### config.mk
export PLATFORM = sky130hd
export DESIGN_NAME = spi_reg_bridge
export DESIGN_NICKNAME = d
export VERILOG_FILES = /design/src/rtl/spi_reg_bridge.sv
export SDC_FILE = /design/constraint.sdc
export NUM_CORES = 1
export LEC_CHECK = 0
export BUFFER_PORTS_ARGS = -buffer_cell sky130_fd_sc_hd__buf_2
export CELL_PAD_IN_SITES_DETAIL_PLACEMENT = 0
export CELL_PAD_IN_SITES_GLOBAL_PLACEMENT = 2
export CORE_MARGIN = 5
export CORE_UTILIZATION = 28
export DETAILED_ROUTE_END_ITERATION = 12
export GPL_ROUTABILITY_DRIVEN = 0
export PLACE_DENSITY = 0.8
export RECOVER_POWER = 50
export SYNTH_ARGS = -nofsm -noshare
export SYNTH_HDL_FRONTEND = slang
export SYNTH_SLANG_ARGS = --single-unit
export TNS_END_PERCENT = 30
### constraint.sdc
create_clock -name clk_i -period 2.58 [get_ports clk_i]
set_clock_uncertainty 0.05 [all_clocks]
set_input_delay 0.645 -clock clk_i [delete_from_list [all_inputs] [get_ports clk_i]]
set_output_delay 0.645 -clock clk_i [all_outputs]
set_load 0.05 [all_outputs]
### src/rtl/spi_reg_bridge.sv
// spi_reg_bridge
//   Converts single register read/write requests into one SPI frame for a downstream
//   SPI master, then turns the returned frame into a register response. Only one
//   transaction is in flight at a time. If the downstream side never answers, the
//   bridge reports a timeout. It then drains the late reply so that the reply cannot be
//   mistaken for the answer to the next request.
//
// Ports
//   clk_i, rst_n_i        : clock, asynchronous active-low reset (sync deassert upstream)
//   req_*                 : register request channel (valid/ready, write, addr, wdata)
//   rsp_*                 : register response channel (valid/ready, rdata, err, timeout)
//   spi_wrdata_*          : outgoing SPI frame (valid/ready, length in bits, frame bits)
//   spi_rddata_*          : returned SPI frame (valid/ready, per-bit valid mask, bits)
//
// Frame layout (MSB first, right-aligned in spi_wrdata_o):
//   [FRAME_LEN-1] = 1 for read, [.. -: ADDR_WIDTH] = addr, [DATA_WIDTH-1:0] = wdata / 0
module spi_reg_bridge #(
  parameter int unsigned ADDR_WIDTH      = 6,
  parameter int unsigned DATA_WIDTH      = 8,
  parameter int unsigned MAX_DATA_LENGTH = 16,
  parameter int unsigned TIMEOUT_CYCLES  = 4096,
  localparam int unsigned LEN_WIDTH      = $clog2(MAX_DATA_LENGTH)
) (
  input  logic                       clk_i,
  input  logic                       rst_n_i,
  // register request
  input  logic                       req_valid_i,
  output logic                       req_ready_o,
  input  logic                       req_write_i,
  input  logic [ADDR_WIDTH-1:0]      req_addr_i,
  input  logic [DATA_WIDTH-1:0]      req_wdata_i,
  // register response
  output logic                       rsp_valid_o,
  input  logic                       rsp_ready_i,
  output logic [DATA_WIDTH-1:0]      rsp_rdata_o,
  output logic                       rsp_err_o,
  output logic                       rsp_timeout_o,
  // SPI frame out
  output logic                       spi_wrdata_valid_o,
  input  logic                       spi_wrdata_ready_i,
  output logic [LEN_WIDTH-1:0]       spi_wrdata_len_o,
  output logic [MAX_DATA_LENGTH-1:0] spi_wrdata_o,
  // SPI frame in
  input  logic                       spi_rddata_valid_i,
  output logic                       spi_rddata_ready_o,
  input  logic [MAX_DATA_LENGTH-1:0] spi_rddata_mask_i,
  input  logic [MAX_DATA_LENGTH-1:0] spi_rddata_i
);

  localparam int unsigned FRAME_LEN = 1 + ADDR_WIDTH + DATA_WIDTH;
  // A zero-width counter is not legal; with the timeout disabled the counter is unused.
  localparam int unsigned CNT_WIDTH = (TIMEOUT_CYCLES == 0) ? 1 : $clog2(TIMEOUT_CYCLES + 1);
  localparam logic [CNT_WIDTH-1:0] CNT_LAST =
      (TIMEOUT_CYCLES == 0) ? '0 : CNT_WIDTH'(TIMEOUT_CYCLES - 1);
  localparam logic [LEN_WIDTH-1:0] FRAME_LEN_VAL = LEN_WIDTH'(FRAME_LEN);

  if (FRAME_LEN > MAX_DATA_LENGTH - 1) begin : g_frame_too_long
    $error("spi_reg_bridge: 1+ADDR_WIDTH+DATA_WIDTH must be <= MAX_DATA_LENGTH-1");
  end

  typedef enum logic [2:0] {
    StIdle,
    StIssue,
    StWait,
    StResp,
    StDrain
  } state_e;

  state_e                  r_state;
  logic                    r_req_ready;
  // Read flag and zeroed-for-read data are captured directly, so the frame is a pure
  // wiring of registers and is all-zero while in reset.
  logic                    r_read;
  logic [ADDR_WIDTH-1:0]   r_addr;
  logic [DATA_WIDTH-1:0]   r_wdata;
  logic                    r_wr_valid;
  logic [LEN_WIDTH-1:0]    r_wr_len;
  logic                    r_rd_ready;
  logic [CNT_WIDTH-1:0]    r_cnt;
  logic                    r_rsp_valid;
  logic [DATA_WIDTH-1:0]   r_rsp_rdata;
  logic                    r_rsp_err;
  logic                    r_rsp_timeout;

  logic [MAX_DATA_LENGTH-1:0] w_frame;
  logic                       w_mask_err;
  logic                       w_timeout_hit;
  logic                       w_unused_bits;

  always_comb begin
    w_frame                              = '0;
    w_frame[FRAME_LEN-1]                 = r_read;
    w_frame[FRAME_LEN-2 -: ADDR_WIDTH]   = r_addr;
    w_frame[DATA_WIDTH-1:0]              = r_wdata;
  end

  // Any frame bit the SPI master could not clock back marks the response as bad.
  assign w_mask_err    = ~&spi_rddata_mask_i[FRAME_LEN-1:0];
  assign w_timeout_hit = (TIMEOUT_CYCLES != 0) && (r_cnt == CNT_LAST);

  // Bits beyond the frame / data field carry no meaning for this bridge.
  assign w_unused_bits = ^{spi_rddata_i[MAX_DATA_LENGTH-1:DATA_WIDTH],
                           spi_rddata_mask_i[MAX_DATA_LENGTH-1:FRAME_LEN]};

  always_ff @(posedge clk_i or negedge rst_n_i) begin
    if (!rst_n_i) begin
      r_state       <= StIdle;
      r_req_ready   <= 1'b0;
      r_read        <= 1'b0;
      r_addr        <= '0;
      r_wdata       <= '0;
      r_wr_valid    <= 1'b0;
      r_wr_len      <= '0;
      r_rd_ready    <= 1'b0;
      r_cnt         <= '0;
      r_rsp_valid   <= 1'b0;
      r_rsp_rdata   <= '0;
      r_rsp_err     <= 1'b0;
      r_rsp_timeout <= 1'b0;
    end else begin
      unique case (r_state)
        StIdle: begin
          // Ready is held low on the first cycle out of reset, so gate on the register.
          r_req_ready <= 1'b1;
          if (req_valid_i && r_req_ready) begin
            r_req_ready <= 1'b0;
            r_read      <= ~req_write_i;
            r_addr      <= req_addr_i;
            r_wdata     <= req_write_i ? req_wdata_i : '0;
            r_wr_len    <= FRAME_LEN_VAL;
            r_wr_valid  <= 1'b1;
            r_state     <= StIssue;
          end
        end

        StIssue: begin
          if (spi_wrdata_ready_i) begin
            r_wr_valid <= 1'b0;
            r_rd_ready <= 1'b1;
            r_cnt      <= '0;
            r_state    <= StWait;
          end
        end

        StWait: begin
          // Real data beats a timeout that lands on the same cycle.
          if (spi_rddata_valid_i) begin
            r_rd_ready    <= 1'b0;
            r_rsp_valid   <= 1'b1;
            r_rsp_rdata   <= r_read ? spi_rddata_i[DATA_WIDTH-1:0] : '0;
            r_rsp_err     <= w_mask_err;
            r_rsp_timeout <= 1'b0;
            r_state       <= StResp;
          end else if (w_timeout_hit) begin
            r_rd_ready    <= 1'b0;
            r_rsp_valid   <= 1'b1;
            r_rsp_rdata   <= '0;
            r_rsp_err     <= 1'b1;
            r_rsp_timeout <= 1'b1;
            r_state       <= StResp;
          end else if (r_cnt != '1) begin
            r_cnt <= r_cnt + CNT_WIDTH'(1);
          end
        end

        StResp: begin
          if (rsp_ready_i) begin
            r_rsp_valid   <= 1'b0;
            r_rsp_rdata   <= '0;
            r_rsp_err     <= 1'b0;
            r_rsp_timeout <= 1'b0;
            // After a timeout the SPI master still owes us a frame; swallow it first.
            if (r_rsp_timeout) begin
              r_rd_ready <= 1'b1;
              r_state    <= StDrain;
            end else begin
              r_req_ready <= 1'b1;
              r_state     <= StIdle;
            end
          end
        end

        StDrain: begin
          if (spi_rddata_valid_i) begin
            r_rd_ready  <= 1'b0;
            r_req_ready <= 1'b1;
            r_state     <= StIdle;
          end
        end

        default: begin
          r_req_ready <= 1'b0;
          r_wr_valid  <= 1'b0;
          r_rd_ready  <= 1'b0;
          r_rsp_valid <= 1'b0;
          r_state     <= StIdle;
        end
      endcase
    end
  end

  assign req_ready_o        = r_req_ready;
  assign rsp_valid_o        = r_rsp_valid;
  assign rsp_rdata_o        = r_rsp_rdata;
  assign rsp_err_o          = r_rsp_err;
  assign rsp_timeout_o      = r_rsp_timeout;
  assign spi_wrdata_valid_o = r_wr_valid;
  assign spi_wrdata_len_o   = r_wr_len;
  assign spi_wrdata_o       = w_frame;
  assign spi_rddata_ready_o = r_rd_ready;

endmodule

* After elaboration in Yosys (flattened, before gate mapping)
Index checks and enable logic that the tools add are counted.
Word-level totals: flip-flop bits (word level) 46, bits in latches 0, bits in writable memories 0, ROM bits 0, input port bits 53, output and inout port bits 34, logic and storage cells 94, memories 0
Operators by class: $add $sub $neg 1, multipliers 0, div/mod/pow operators 0, magnitude comparators 0, eq/ne operators 16, shifts and indexed selects 0, muxes and demuxes 42, bitwise gates (word level) 5, reductions and logical operators 17
Operators with widths (number):
- two-way mux 13 bit | 4
- two-way mux 8 bit | 5
- one-hot mux 13 bit (2 select lines) | 1
- two-way mux 3 bit | 7
- != test 2 bit (second input constant) | 9
- two-way mux 1 bit | 17
- one-hot mux 8 bit (2 select lines) | 1
- one-hot mux 3 bit (5 select lines) | 1
- AND reduction 15 bit | 1
- adder 13 x 1 -> 13 bit (second input constant) | 1
- equality test 13 x 12 -> 1 bit (second input constant) | 1
- != test 13 bit (second input constant) | 1
- AND reduction 5 bit | 2
- AND reduction 3 bit | 3
- equality test 3 x 2 -> 1 bit (second input constant) | 2
- one-hot mux 1 bit (3 select lines) | 2
- AND reduction 6 bit | 1
- OR reduction 3 bit | 2
- inverter 1 bit | 5
- one-hot mux 1 bit (5 select lines) | 1
- one-hot mux 1 bit (2 select lines) | 2
- one-hot mux 1 bit (4 select lines) | 1
- AND reduction 4 bit | 1
- nonzero test 2 bit | 2
- 8 further kinds | 8

* Longest topological paths before layout
depth after elaboration 5, depth in mapped cells 6, gate-level depth less buffers 5

* Least setup slack after synthesis
No wires, ideal clock.
kind input to register, start input port spi_rddata_valid_i, end register r_cnt[7], data arrival time 1.886 ns, required time 2.406 ns, path slack 0.521 ns, stages on the path 5, cells stage by stage or4b_1 > buf_4 > o21a_4 > buf_6 > a211o_1
On the way: word-level cells in the longest chain between the ends 2
Ends and longest elaborated chain:
- start, declared | RTL line 44 | input logic spi_rddata_valid_i,
- != test 2 bit (no line)
- AND reduction 5 bit (no line)
- end signal, assigned | RTL line 162 | r_cnt <= r_cnt + CNT_WIDTH'(1);
- end, declared | RTL line 79 | logic [CNT_WIDTH-1:0] r_cnt;
No other way between the ends. A chain may end at the register's enable or synchronous reset.

* Worst setup path after layout
start register r_cnt[0], end register r_state[0]
On the way: word-level cells in the longest chain between the ends 3
Ends and longest elaborated chain:
- equality test 13 x 12 -> 1 bit | RTL line 99 | assign w_timeout_hit = (TIMEOUT_CYCLES != 0) && (r_cnt == CNT_LAST);
- != test 3 bit (no line)
- AND reduction 5 bit (no line)
- end signal, assigned | RTL line 107 | r_state <= StIdle;
- end signal, assigned | RTL line 132 | r_state <= StIssue;
- end signal, assigned | RTL line 141 | r_state <= StWait;
- end, declared | RTL line 69 | state_e r_state;
No other way between the ends.

==> metrics <==
Top Layer Used=met4; setup repair after global routing missed its margin=no; CTS Hold Bufs=0; synthesized cell area=0.00227 mm^2; critical path class=flip-flop to flip-flop; syn_nets=295; largest net degree at the start of global routing=26; wire per inst=14.2 um; final setup vio count=0; share of cells above drive strength 1=27.6%; dpl ws=0.274 ns; Rows=32; Worst R2R Path Depth=5; CP max-delay cell=nor4_2; clk_lat worst skew=0.31 ns; Die Wd=100 um; fraction of the yosys area taken by sequential cells=50.7%; met3 routed WL=305 um; met1 WL=2.75 mm; CP Max Fanout=5; CP max stage delay=0.52 ns; initial antenna violation count=0; first-pass GRT wire length=10.0 mm; Crit path required time=2.72 ns; Core Footprint=0.00781 mm^2; starting density of the core=29.1%; H-tree levels=2; Reg power frac=34.2%; Gate Count Post-Synth=241; Max-Cap Viols=0; Tmin final=2.09 ns; Synth cell types=46; Post CTS Setup Buffer Count=0; CTS tree=yes; final setup margin=0.494 ns; hpwl dp=4.38 mm; Worst Setup End Kind=flip-flop; Initial DRC Count=93; CTS root buf=clkbuf_8; Synth area leader=dfrtp_1; CTS Buffer Depth=2; worst hold path depth=2; FF-to-FF setup slack=0.49 ns; vias in the first global route=2074; Comb pwr share=51.4%; fin crit share=80.9%; Avg Cell Area, Syn=9.42 um^2; drt total wl=5.96 mm; Clock power frac=14.4%; wire length on met2=2.84 mm; arrival time worst endpoint=2.23 ns; P&R area growth vs syn=25.0%; VDD IR max=0.000461 V; HP Start=r_wdata[5]; Worst Hold Class=flip-flop to flip-flop; Hold Path Sink=r_wdata[5]; Power Density=1140 mW/mm^2; Worst slew margin=17.8%; Congestion Overflow GR=0; Pint=0.00158 W; Fillers=839; die extent in y=100 um; die area=0.0100 mm^2; io pins=87; post-cts sizing count=0; Synth Register Bits=46; First-pass DRT Iterations=4; asr flop ratio synth=100%; Post-synth EDFFs=0; via count=2057; most used flip-flop cell after synthesis=dfrtp_1; clk sinks=46; P_sw=0.00166 W; Ys Warns=0; top-area cell type share of the netlist area=50.7%; Slew @ Worst Pin=1.23 ns; DR vias/cell=4.89; total track usage=12.3%; Peak Freq=0.479 GHz; Worst-path clk slew=0.10 ns; crit path cell chain=ha_1, nand3_1, nor4_2, nor2_1, o41ai_1; drt drc=0; Reg2Reg Capture Point=r_state[0]; Fin Setup TNS=0 ns; r2r startpoint=r_cnt[0]; Pleak=1.49 nW; switch share=51.1%; total CTS buffers=5; Synth area leaders=dfrtp_1, nand2_1, a21o_1; Final nets=372; crit start category=flip-flop; antenna diode count=0; IO Port Bufs=76; max-slew violation count=0; Final ANT Viol Nets=0; outcome=finished clean; Final Hold Fails=0
area by class of cell:
class / count / area, um^2 / area share [%]
clock buffer: 5 / 68.8 / 2.43
clock inverter: 3 / 25.0 / 0.882
inverter: 5 / 18.8 / 0.661
multi-input combinational: 174 / 1010 / 35.7
sequential: 46 / 1150 / 40.6
tap: 102 / 128 / 4.50
timing repair buffer: 86 / 433 / 15.3
cell usage after synthesis (2+ instances only):
library cell  count
nand2_1          49
o211ai_1          2
buf_4             7
a211o_1           5
a21oi_1           4
o21ai_0          13
o2bb2ai_1         2
nand4_1           5
nor2b_1           4
o31ai_1           2
nor4_1            4
o22a_1            3
nor2_1            6
and3_1           13
or4_1             3
nor3_1            8
nand2b_1          2
nand3_1          16
inv_1             5
dfrtp_1          46
a21o_1           11
clkbuf_1          7
registers in the layout, indices dropped and copies added, names as in the netlist:
register / count
rsp_valid_o: 1
r_cnt: 13
r_state: 3
spi_wrdata_valid_o: 1
req_ready_o: 1
r_read: 1
r_addr: 6
r_wdata: 8
spi_rddata_ready_o: 1
rsp_timeout_o: 1
spi_wrdata_len_o: 1
rsp_err_o: 1
rsp_rdata_o: 8
layout by cell type, fill, tap and decap left out, types with 3 or more instances in the layout:
master     n
nor3_1     8
buf_2     63
nor2_1     6
nor4_1     3
nand4_1    5
buf_4      8
inv_1      5
nor2b_1    4
or4_1      3
nand2_1   49
o22a_1     3
clkbuf_1  14
nand3_1   16
and3_1    13
dfrtp_1   46
o21ai_0   13
a211o_1    5
clkbuf_8   5
a21o_1    11
a21oi_1    4
worst max-delay path: cells and delay by family, from the launching register on:
kind | cells | cell delay, ns
AO/OA/AOI/OAI | 1 | 0.34
adder cells (fa/ha/maj) | 1 | 0.27
flip-flops | 1 | 0.41
AND/OR/NAND/NOR | 3 | 0.90
worst max-delay path by stage:
stage | from | endpoint | slack, ns | cells after the start
2_1_floorplan | spi_rddata_valid_i | r_cnt[7] | 0.52 | 5
3_3_place_gp | spi_rddata_valid_i | r_cnt[5] | 0.31 | 4
3_5_place_dp | spi_rddata_valid_i | r_cnt[6] | 0.27 | 4
4_1_cts | r_cnt[0] | r_state[0] | 0.46 | 5
5_1_grt | rst_n_i | r_read | 0.31 | 2
6_report | r_cnt[0] | r_state[0] | 0.49 | 5
cell families (layout without fill, tap and decap cells):
family / Yosys count / in the layout / synth area share (%)
compound gates: 51 / 51 / 16.0
other cells: 1 / 1 / 0.165
mux: 1 / 1 / 0.441
simple gates: 120 / 120 / 27.2
buf+inv: 21 / 99 / 4.96
flops: 46 / 46 / 50.7
fa+ha+maj: 1 / 1 / 0.551
metrics by stage:
stage               cells  util (%)  instance area (um^2)  hold WS [ns]  total power [W]
floorplan             241         -                  2270         0.299          0.00237
global placement      413      35.6                  2780         0.394          0.00283
detailed placement    413      35.6                  2780         0.405          0.00284
CTS                   421      36.8                  2870         0.278          0.00332
global route          421      36.3                  2840         0.442          0.00347
finish                421      36.3                  2840         0.426          0.00324
power by group through the flow:
stage / clock network (W) / registers (W) / logic [W]
floorplan: 0 / 0.00174 / 0.000633
global placement: 0 / 0.00111 / 0.00171
detailed placement: 0 / 0.00112 / 0.00172
CTS: 0.000487 / 0.00111 / 0.00172
global route: 0.000518 / 0.00115 / 0.00180
finish: 0.000467 / 0.00111 / 0.00166
per-layer routing:
metal / global-route usage [%] / up-vias
li1: - / 1017
met1: 15.6 / 997
met2: 20.3 / 37
met3: 4.17 / 6
met4: 3.11 / 0
met5: 0 / -
No activity file was read; power rests on OpenSTA's default activity.
